`config.mk`:
```
export PLATFORM = sky130hd
export DESIGN_NAME = scan_code_event_decoder
export DESIGN_NICKNAME = d
export VERILOG_FILES = /design/src/rtl/scan_code_event_decoder.sv
export SDC_FILE = /design/constraint.sdc
export NUM_CORES = 1
export LEC_CHECK = 0
export ABC_AREA = 0
export BUFFER_PORTS_ARGS = -buffer_cell sky130_fd_sc_hd__clkbuf_2
export CAP_MARGIN = 10
export CORE_MARGIN = 10
export CORE_UTILIZATION = 40
export DETAILED_ROUTE_END_ITERATION = 8
export PLACE_DENSITY = 0.57
export RECOVER_POWER = 50
export SLEW_MARGIN = 5
export SYNTH_ARGS = -nofsm -noshare
export SYNTH_HDL_FRONTEND = slang
export SYNTH_SLANG_ARGS = --single-unit
```
`constraint.sdc`:
```
create_clock -name control_clock -period 4.6 [get_ports control_clock]
set_input_delay 0.92 -clock control_clock [delete_from_list [all_inputs] [get_ports control_clock]]
set_output_delay 0.92 -clock control_clock [all_outputs]
set_load 0.01 [all_outputs]
```
`src/rtl/scan_code_event_decoder.sv`:
```
// ---------------------------------------------------------------------------
// scan_code_event_decoder
//
// Purpose:
//   Takes validated 8-bit scan codes from the serial receiver, one per strobe.
//   It folds the 0xE0 (extended) and 0xF0 (break) prefixes into single key
//   events {extended, release, code}. The events are queued in a small
//   show-ahead FIFO that the application reads with a valid/ready handshake.
//   Codes 0x00 and 0xFF are receiver error codes. They are discarded and
//   clear any pending prefix.
//
// Optional feature (macro SCAN_EVENT_TIMEOUT_EN):
//   If TIMEOUT_CYCLES clock cycles pass without a strobe while a prefix is
//   pending, the prefix is abandoned and no event is produced. A strobe that
//   lands on the expiry cycle is processed normally.
//
// Ports:
//   control_clock    in   1             fast clock, single domain
//   reset            in   1             asynchronous, active-high
//   scan_code_in     in   8             scan code from receiver output register
//   scan_code_valid  in   1             one-cycle strobe for scan_code_in
//   event_ready      in   1             consumer accepts head event
//   event_valid      out  1             FIFO non-empty, head event presented
//   event_code       out  8             head event key code (prefixes stripped)
//   event_extended   out  1             head event was preceded by 0xE0
//   event_release    out  1             head event was preceded by 0xF0
//   fifo_count       out  ADDR_WIDTH+1  events stored, 0..FIFO_DEPTH
//   overflow         out  1             sticky: event dropped on full FIFO
// ---------------------------------------------------------------------------
module scan_code_event_decoder #(
    parameter int unsigned FIFO_DEPTH     = 4,
    parameter int unsigned ADDR_WIDTH     = 2,
    parameter int unsigned TIMEOUT_CYCLES = 1024
) (
    input  logic                  control_clock,
    input  logic                  reset,
    input  logic [7:0]            scan_code_in,
    input  logic                  scan_code_valid,
    input  logic                  event_ready,
    output logic                  event_valid,
    output logic [7:0]            event_code,
    output logic                  event_extended,
    output logic                  event_release,
    output logic [ADDR_WIDTH:0]   fifo_count,
    output logic                  overflow
);

    // Reject illegal configurations when the design is elaborated.
    if (FIFO_DEPTH != (1 << ADDR_WIDTH) || FIFO_DEPTH < 2) begin : g_depth_check
        $error("FIFO_DEPTH must equal 2**ADDR_WIDTH and be >= 2");
    end
    if (TIMEOUT_CYCLES < 1) begin : g_timeout_check
        $error("TIMEOUT_CYCLES must be >= 1");
    end

    typedef enum logic [1:0] {
        S_IDLE,
        S_EXT,
        S_BRK,
        S_EXT_BRK
    } state_t;

    localparam logic [ADDR_WIDTH:0] FULL_CNT = (ADDR_WIDTH+1)'(FIFO_DEPTH);

    state_t                  state_q, state_d;
    logic [9:0]              mem_q [FIFO_DEPTH];   // {extended, release, code}
    logic [ADDR_WIDTH-1:0]   wr_ptr_q, rd_ptr_q;
    logic [ADDR_WIDTH:0]     count_q, count_d;
    logic                    overflow_q;

    logic                    push_req;
    logic [9:0]              push_entry;
    logic                    is_e0, is_f0, is_err;
    logic                    pend_ext, pend_brk;
    logic                    full, pop, do_push, drop;
    logic [9:0]              head;

`ifdef SCAN_EVENT_TIMEOUT_EN
    localparam int unsigned TW = $clog2(TIMEOUT_CYCLES + 1);
    localparam logic [TW-1:0] TMO_LAST = TW'(TIMEOUT_CYCLES - 1);
    logic [TW-1:0]           tmo_q, tmo_d;
    logic                    tmo_expire;
`endif

    assign is_e0    = (scan_code_in == 8'hE0);
    assign is_f0    = (scan_code_in == 8'hF0);
    assign is_err   = (scan_code_in == 8'h00) || (scan_code_in == 8'hFF);
    assign pend_ext = (state_q == S_EXT) || (state_q == S_EXT_BRK);
    assign pend_brk = (state_q == S_BRK) || (state_q == S_EXT_BRK);

`ifdef SCAN_EVENT_TIMEOUT_EN
    // The counter measures strobe-free cycles spent in a prefix state.
    // Expiry is taken only when there is no strobe, so a strobe on the
    // last cycle still completes the event.
    assign tmo_expire = (state_q != S_IDLE) && !scan_code_valid && (tmo_q == TMO_LAST);

    always_comb begin
        tmo_d = '0;
        if (state_q != S_IDLE && !scan_code_valid && !tmo_expire) begin
            tmo_d = tmo_q + 1'b1;
        end
    end
`endif

    // Prefix decoding: next state and push request.
    always_comb begin
        state_d    = state_q;
        push_req   = 1'b0;
        push_entry = {pend_ext, pend_brk, scan_code_in};
        if (scan_code_valid) begin
            if (is_err) begin
                state_d = S_IDLE;
            end else if (is_e0) begin
                state_d = pend_brk ? S_EXT_BRK : S_EXT;
            end else if (is_f0) begin
                state_d = pend_ext ? S_EXT_BRK : S_BRK;
            end else begin
                push_req = 1'b1;
                state_d  = S_IDLE;
            end
        end
`ifdef SCAN_EVENT_TIMEOUT_EN
        else if (tmo_expire) begin
            state_d = S_IDLE;
        end
`endif
    end

    // FIFO control. A full FIFO still accepts a push when a pop happens
    // in the same cycle.
    assign full    = (count_q == FULL_CNT);
    assign pop     = (count_q != '0) && event_ready;
    assign do_push = push_req && (!full || pop);
    assign drop    = push_req && full && !pop;

    always_comb begin
        count_d = count_q;
        case ({do_push, pop})
            2'b10:   count_d = count_q + 1'b1;
            2'b01:   count_d = count_q - 1'b1;
            default: count_d = count_q;
        endcase
    end

    always_ff @(posedge control_clock or posedge reset) begin
        if (reset) begin
            state_q    <= S_IDLE;
            wr_ptr_q   <= '0;
            rd_ptr_q   <= '0;
            count_q    <= '0;
            overflow_q <= 1'b0;
            for (int unsigned i = 0; i < FIFO_DEPTH; i++) begin
                mem_q[i] <= '0;
            end
`ifdef SCAN_EVENT_TIMEOUT_EN
            tmo_q      <= '0;
`endif
        end else begin
            state_q    <= state_d;
            count_q    <= count_d;
            overflow_q <= overflow_q | drop;
            if (do_push) begin
                mem_q[wr_ptr_q] <= push_entry;
                wr_ptr_q        <= wr_ptr_q + 1'b1;
            end
            if (pop) begin
                rd_ptr_q <= rd_ptr_q + 1'b1;
            end
`ifdef SCAN_EVENT_TIMEOUT_EN
            tmo_q      <= tmo_d;
`endif
        end
    end

    // Show-ahead outputs come only from registered state. They are forced
    // to zero while the FIFO is empty.
    assign head           = mem_q[rd_ptr_q];
    assign event_valid    = (count_q != '0);
    assign event_code     = event_valid ? head[7:0] : '0;
    assign event_release  = event_valid & head[8];
    assign event_extended = event_valid & head[9];
    assign fifo_count     = count_q;
    assign overflow       = overflow_q;

endmodule

```
### Word-level counts from Yosys, hierarchy flattened

Cells that the tools add are included.

| storage, ports and cells | value |
|---|---|
| memory bits (read-only) | 0 |
| latch bits | 0 |
| bits in writable memories | 0 |
| memories kept | 0 |
| output and inout bits | 15 |
| register bits | 50 |

| cells by class | value |
|---|---|
| multipliers | 0 |
| reduce and logical (&&, ||, !) cells | 14 |
| div/mod/pow operators | 0 |
| equality and inequality tests | 9 |
| magnitude comparators | 3 |
| add/subtract/negate cells | 4 |
| multiplexer cells | 17 |
| bitwise operators | 5 |
| shift operators | 0 |

Operators with widths:

| cell | number |
|---|---|
| 40-bit bitwise mux | 1 |
| 10-bit two-way mux | 3 |
| 8-bit equality test, second input constant | 3 |
| 10-bit binary-select mux with 2-bit select | 1 |
| 10-bit demux with 2-bit select | 1 |
| 8-bit logical NOT | 1 |
| 2-bit two-way mux | 4 |
| 8-bit two-way mux | 1 |
| 2-bit equality test, second input constant | 3 |
| 3-bit >= comparator, second input constant | 2 |
| 2-bit inverter with 3-bit output | 2 |
| 3-bit one-hot mux with 2 select lines | 1 |
| 1-bit logical AND | 5 |
| 1-bit two-way mux | 5 |
| 2-bit by 1-bit adder with 2-bit output, second input constant | 2 |
| 2-bit by 1-bit equality test with 1-bit output, second input constant | 2 |
| 1-bit logical OR | 4 |
| 3-bit by 1-bit adder with 3-bit output, second input constant | 1 |
| 3-bit equality test, second input constant | 1 |
| 3-bit by 1-bit less-than comparator with 1-bit output, second input constant | 1 |
| 3-bit nonzero test | 1 |
| 3-bit by 1-bit subtractor with 3-bit output, second input constant | 1 |
| 1-bit bitwise AND | 2 |
| 1-bit logical NOT | 2 |
| other kinds (2) | 2 |

### Logic depth before layout (Yosys ltp)

| depth | value |
|---|---|
| depth after elaboration | 8 |
| mapped depth | 10 |
| depth with buffers taken out | 9 |

### Worst setup path before layout

Ideal clock, no wire load.

| timing path | value |
|---|---|
| path kind | input to register |
| from | in scan_code_in[4] |
| to | reg count_q[2] (netlist: fifo_count[2]) |
| cell stages on the path | 10 |
| required time | 4521 ps |
| path slack | 1626 ps |
| setup time | 79 ps |
| arrival time | 2894 ps |
| cell sequence | clkbuf_1 nor4_2 a21boi_4 o211ai_1 ha_1 inv_1 fa_1 xor2_1 nor2_1 xor2_1 |

| on the way | value |
|---|---|
| longest elaborated chain between the ends | 8 |
| elaborated cells on any way between the ends | 14 |
| those cells by class | eq/ne (5); mux (5); reduce/logical (4) |

Ends and longest elaborated chain:

| item | line | RTL |
|---|---|---|
| from (decl) | 37 | `input logic [7:0] scan_code_in,` |
| 8-bit equality test | 86 | `assign is_f0 = (scan_code_in == 8'hF0);` |
| 1-bit two-way mux | 115 | `end else if (is_f0) begin` |
| 1-bit two-way mux | 113 | `end else if (is_e0) begin` |
| 1-bit two-way mux * | 111 | `if (is_err) begin` |
| 1-bit two-way mux * | 110 | `if (scan_code_valid) begin` |
| 1-bit logical AND * | 133 | `assign do_push = push_req && (!full \|\| pop);` |
| 2-bit by 1-bit equality test with 1-bit output or 2-bit equality test (tied branches) | 138 | `case ({do_push, pop})` |
| 3-bit one-hot mux with 2 select lines or 2-bit nonzero test (tied branches) | n/a |  |
| to (signal assigned) | 160 | `count_q <= count_d;` |
| to (decl) | 68 | `logic [ADDR_WIDTH:0] count_q, count_d;` |

Mark *: on every way between the ends. The rest lies on a longest branch, timed or not.
A chain may end at the register's enable or synchronous reset.

### Worst setup path after layout

| timing path | value |
|---|---|
| from | in scan_code_in[1] |
| to | reg count_q[2] (netlist: fifo_count[2]) |

The elaborated chain is that of the path after synthesis.

==> results.md <==
* Synth cell types at 31
* Outcome: complete, but fails checks
* Diode count at 0
* Register area share after synthesis at 47.7%
* Post-Route M1 WL at 2420 um
* WHS at 474 ps
* CP Launch Type: input pin
* Worst-path clk slew at 90 ps
* CP max FO at 6
* CP bufs+invs at 2
* Async set or reset register ratio after synthesis at 100%
* Main synth FF type: dfrtp_1
* DP HPWL at 3710 um
* Post_cts resized at 0
* Slowest stage cell, crit path: nor4_1
* Worst reg-to-reg setup slack at 1910 ps
* FILL cells at 554
* Total Wirelength at 5300 um
* RR Endpoint: fifo_count[2]
* Hold worst-path end: overflow
* Slew Viols, Final at 51
* Design Area, Final at 2900 um^2
* CP max stage delay at 1020 ps
* Worst Tran Pin Value at 1860 ps
* Drt wl/cell at 19.8 um
* PD cells at 712 nW/um^2
* Delay-heaviest family, CP: simple AND/OR/NAND/NOR gates
* Post-DP Area at 2830 um^2
* Overflow after GRT at 0
* Via density at 5.33
* Critical R2R Launch: fifo_count[0]
* Post-synth net total at 180
* Post-synth top cells: 50 x dfrtp_1, 40 x mux2_4, 11 x and2_1
* Synth top area cells: dfrtp_1 48%, mux2_4 23%, mux4_2 8.6%
* Core ar. at 6350 um^2
* CP endpoint kind: flop
* Post-synth EDFFs at 0
* Fmax at 277 MHz
* CTS Sinks at 50
* CTS Root Cell: clkbuf_8
* Syn. warnings at 0
* Post-synth top area cell: dfrtp_1
* WHS Path Cells at 1
* Max-cap violations at 1
* Fin cells at 267
* Post CTS Setup Buffer Count at 0
* DR WL met3 at 276 um
* Highest metal used: met4
* Failing checks: max-capacitance violations, max-slew violations
* Antenna Nets Post-Route at 0
* CTS buffer count at 5
* Critical path cell sequence: clkbuf_1 -> nor4_1 -> a21boi_4 -> o211ai_1 -> ha_1 -> inv_1 -> fa_1 -> xor2_1 -> nor2_1 -> xor2_1
* CP arrival at 3840 ps
* CTS tree: yes
* Largest net degree at the start of global routing at 51
* Crit path required time at 4830 ps
* I/O Buffers at 26
* DRT Pass-1 Iters at 4
* Initial core utilization at 41.3%
* Synthesized area per cell at 16.2 um^2
* Lkg Pwr at 1.37 nW
* Pwr Total at 0.00206 W
* Die ar. at 10,200 um^2
* Endpoints failing hold at 0
* Initial DRC Count at 43
* Count leader, synth: dfrtp_1
* Nets at 207
* Std-Cell Rows at 29
* # IOs at 27
* Register-to-Register Path Depth at 8
* Ratio of cells with drive above 1 in the final layout at 45.8%
* Number of global-route vias before repair at 1,575
* Vias at 1,424
* Met2 Routed Length at 2550 um
* # H-tree levels at 2
* Gpl congestion at 0.690
* Hold WC Path Type: reg2reg
* Mapped cell area at 2620 um^2
* Count of state elements after synthesis at 50
* Critical path class: in2reg
* Clock Path Buffers at 2
* Clock skew at 9.07 ps
* VDD IR-drop max at 292 uV
* First-pass GRT wire length at 8810 um
* Hold_sp: overflow
* Top-area cell type share of the netlist area at 47.7%
* Period utilisation layout at 78.5%
* Slew headroom at -24.4%
* Initial antenna violation count at 0
* # setup viols final at 0
* Die Wd at 101 um
* Insertion delay to the later sink of the worst-skew pair at 310 ps
* CP dominant cell by count: xor2_1
* Dpl cells at 259
* Layout Area Growth over Synthesis at 10.4%
* Tmin final at 3610 ps
* Die height at 101 um
* Hold buffer count at cts at 0
* DRC viols at 0
* Synth Instances at 162
* RSZ-0062 raised after global routing: no
* Fin Setup TNS at 0 ps
* GR Util All Layers at 11.3%
final cells by class:
type	instances	area, um^2	share of cell area (%)
Multi-Input combinational cell	98	1300	45.0
Clock inverter	3	21.3	0.735
Sequential cell	50	1250	43.2
Timing Repair Buffer	26	125	4.32
Tap cell	77	96.3	3.33
Inverter	8	30.0	1.04
Clock buffer	5	68.8	2.38
placed cells by master, fill, tap and decap left out, drive strengths merged:
| cell type | synthesis | final |
|---|---|---|
| clkinv | 0 | 2 |
| xor2 | 3 | 3 |
| fa | 1 | 1 |
| a211oi | 1 | 1 |
| ha | 5 | 5 |
| nor4 | 2 | 2 |
| a21boi | 1 | 1 |
| nand2 | 1 | 1 |
| nand3 | 1 | 1 |
| clkinvlp | 0 | 1 |
| a31oi | 1 | 1 |
| and2 | 11 | 11 |
| a21oi | 4 | 4 |
| mux2i | 1 | 1 |
| o2111ai | 4 | 4 |
| nor2 | 1 | 1 |
| or3 | 1 | 1 |
| o21ai | 1 | 1 |
| xnor2 | 3 | 3 |
| or4b | 1 | 1 |
| o211ai | 1 | 1 |
| mux4 | 10 | 10 |
| mux2 | 41 | 41 |
| nand2b | 1 | 1 |
| nand4 | 1 | 1 |
| clkbuf | 3 | 31 |
| dfrtp | 50 | 50 |
| inv | 8 | 8 |
| and3 | 1 | 1 |
metrics by stage:
step | utilization [%] | setup slack (ps)
2_1_floorplan | - | 1630
3_3_place_gp | 44.5 | 1360
3_5_place_dp | 44.5 | 1270
4_1_cts | 45.9 | 1580
5_1_grt | 45.6 | 742
6_report | 45.6 | 988
worst max path at each step:
stage               depth (start not counted)       startpoint            end  slack [ps]
floorplan                                  10  scan_code_in[4]  fifo_count[2]        1630
global placement                           10  scan_code_in[0]  fifo_count[2]        1360
detailed placement                         10  scan_code_in[0]  fifo_count[2]        1270
CTS                                        10  scan_code_in[0]  fifo_count[2]        1580
global route                               10  scan_code_in[1]  fifo_count[2]         740
finish                                     10  scan_code_in[1]  fifo_count[2]         990
per-layer routing:
layer / up-vias / track usage [%]
met4: 0 / 3.22
met2: 29 / 17.8
met5: - / 0
li1: 641 / -
met3: 6 / 3.77
met1: 748 / 14.3
power by group:
group	switching (W)	internal, W
logic	0.000357	0.000613
clock network	0.000149	0.000107
registers	0.000184	0.000653
registers in the layout (all words and copies together) (netlist names):
name        cells
overflow        1
fifo_count      3
state_q         2
rd_ptr_q        2
mem_q          40
wr_ptr_q        2
cell families after synthesis:
logic type               count (synthesis)  synth area share (%)
multiplexers                            52                  32.3
flip-flops                              50                  47.7
AND/OR/NAND/NOR                         21                  5.73
buffers and inverters                   14                  2.05
AO/OA/AOI/OAI                           13                  7.06
XOR/XNOR                                 6                  2.00
adder cells (fa/ha/maj)                  6                  3.15
(Power assumes the default switching activity.)
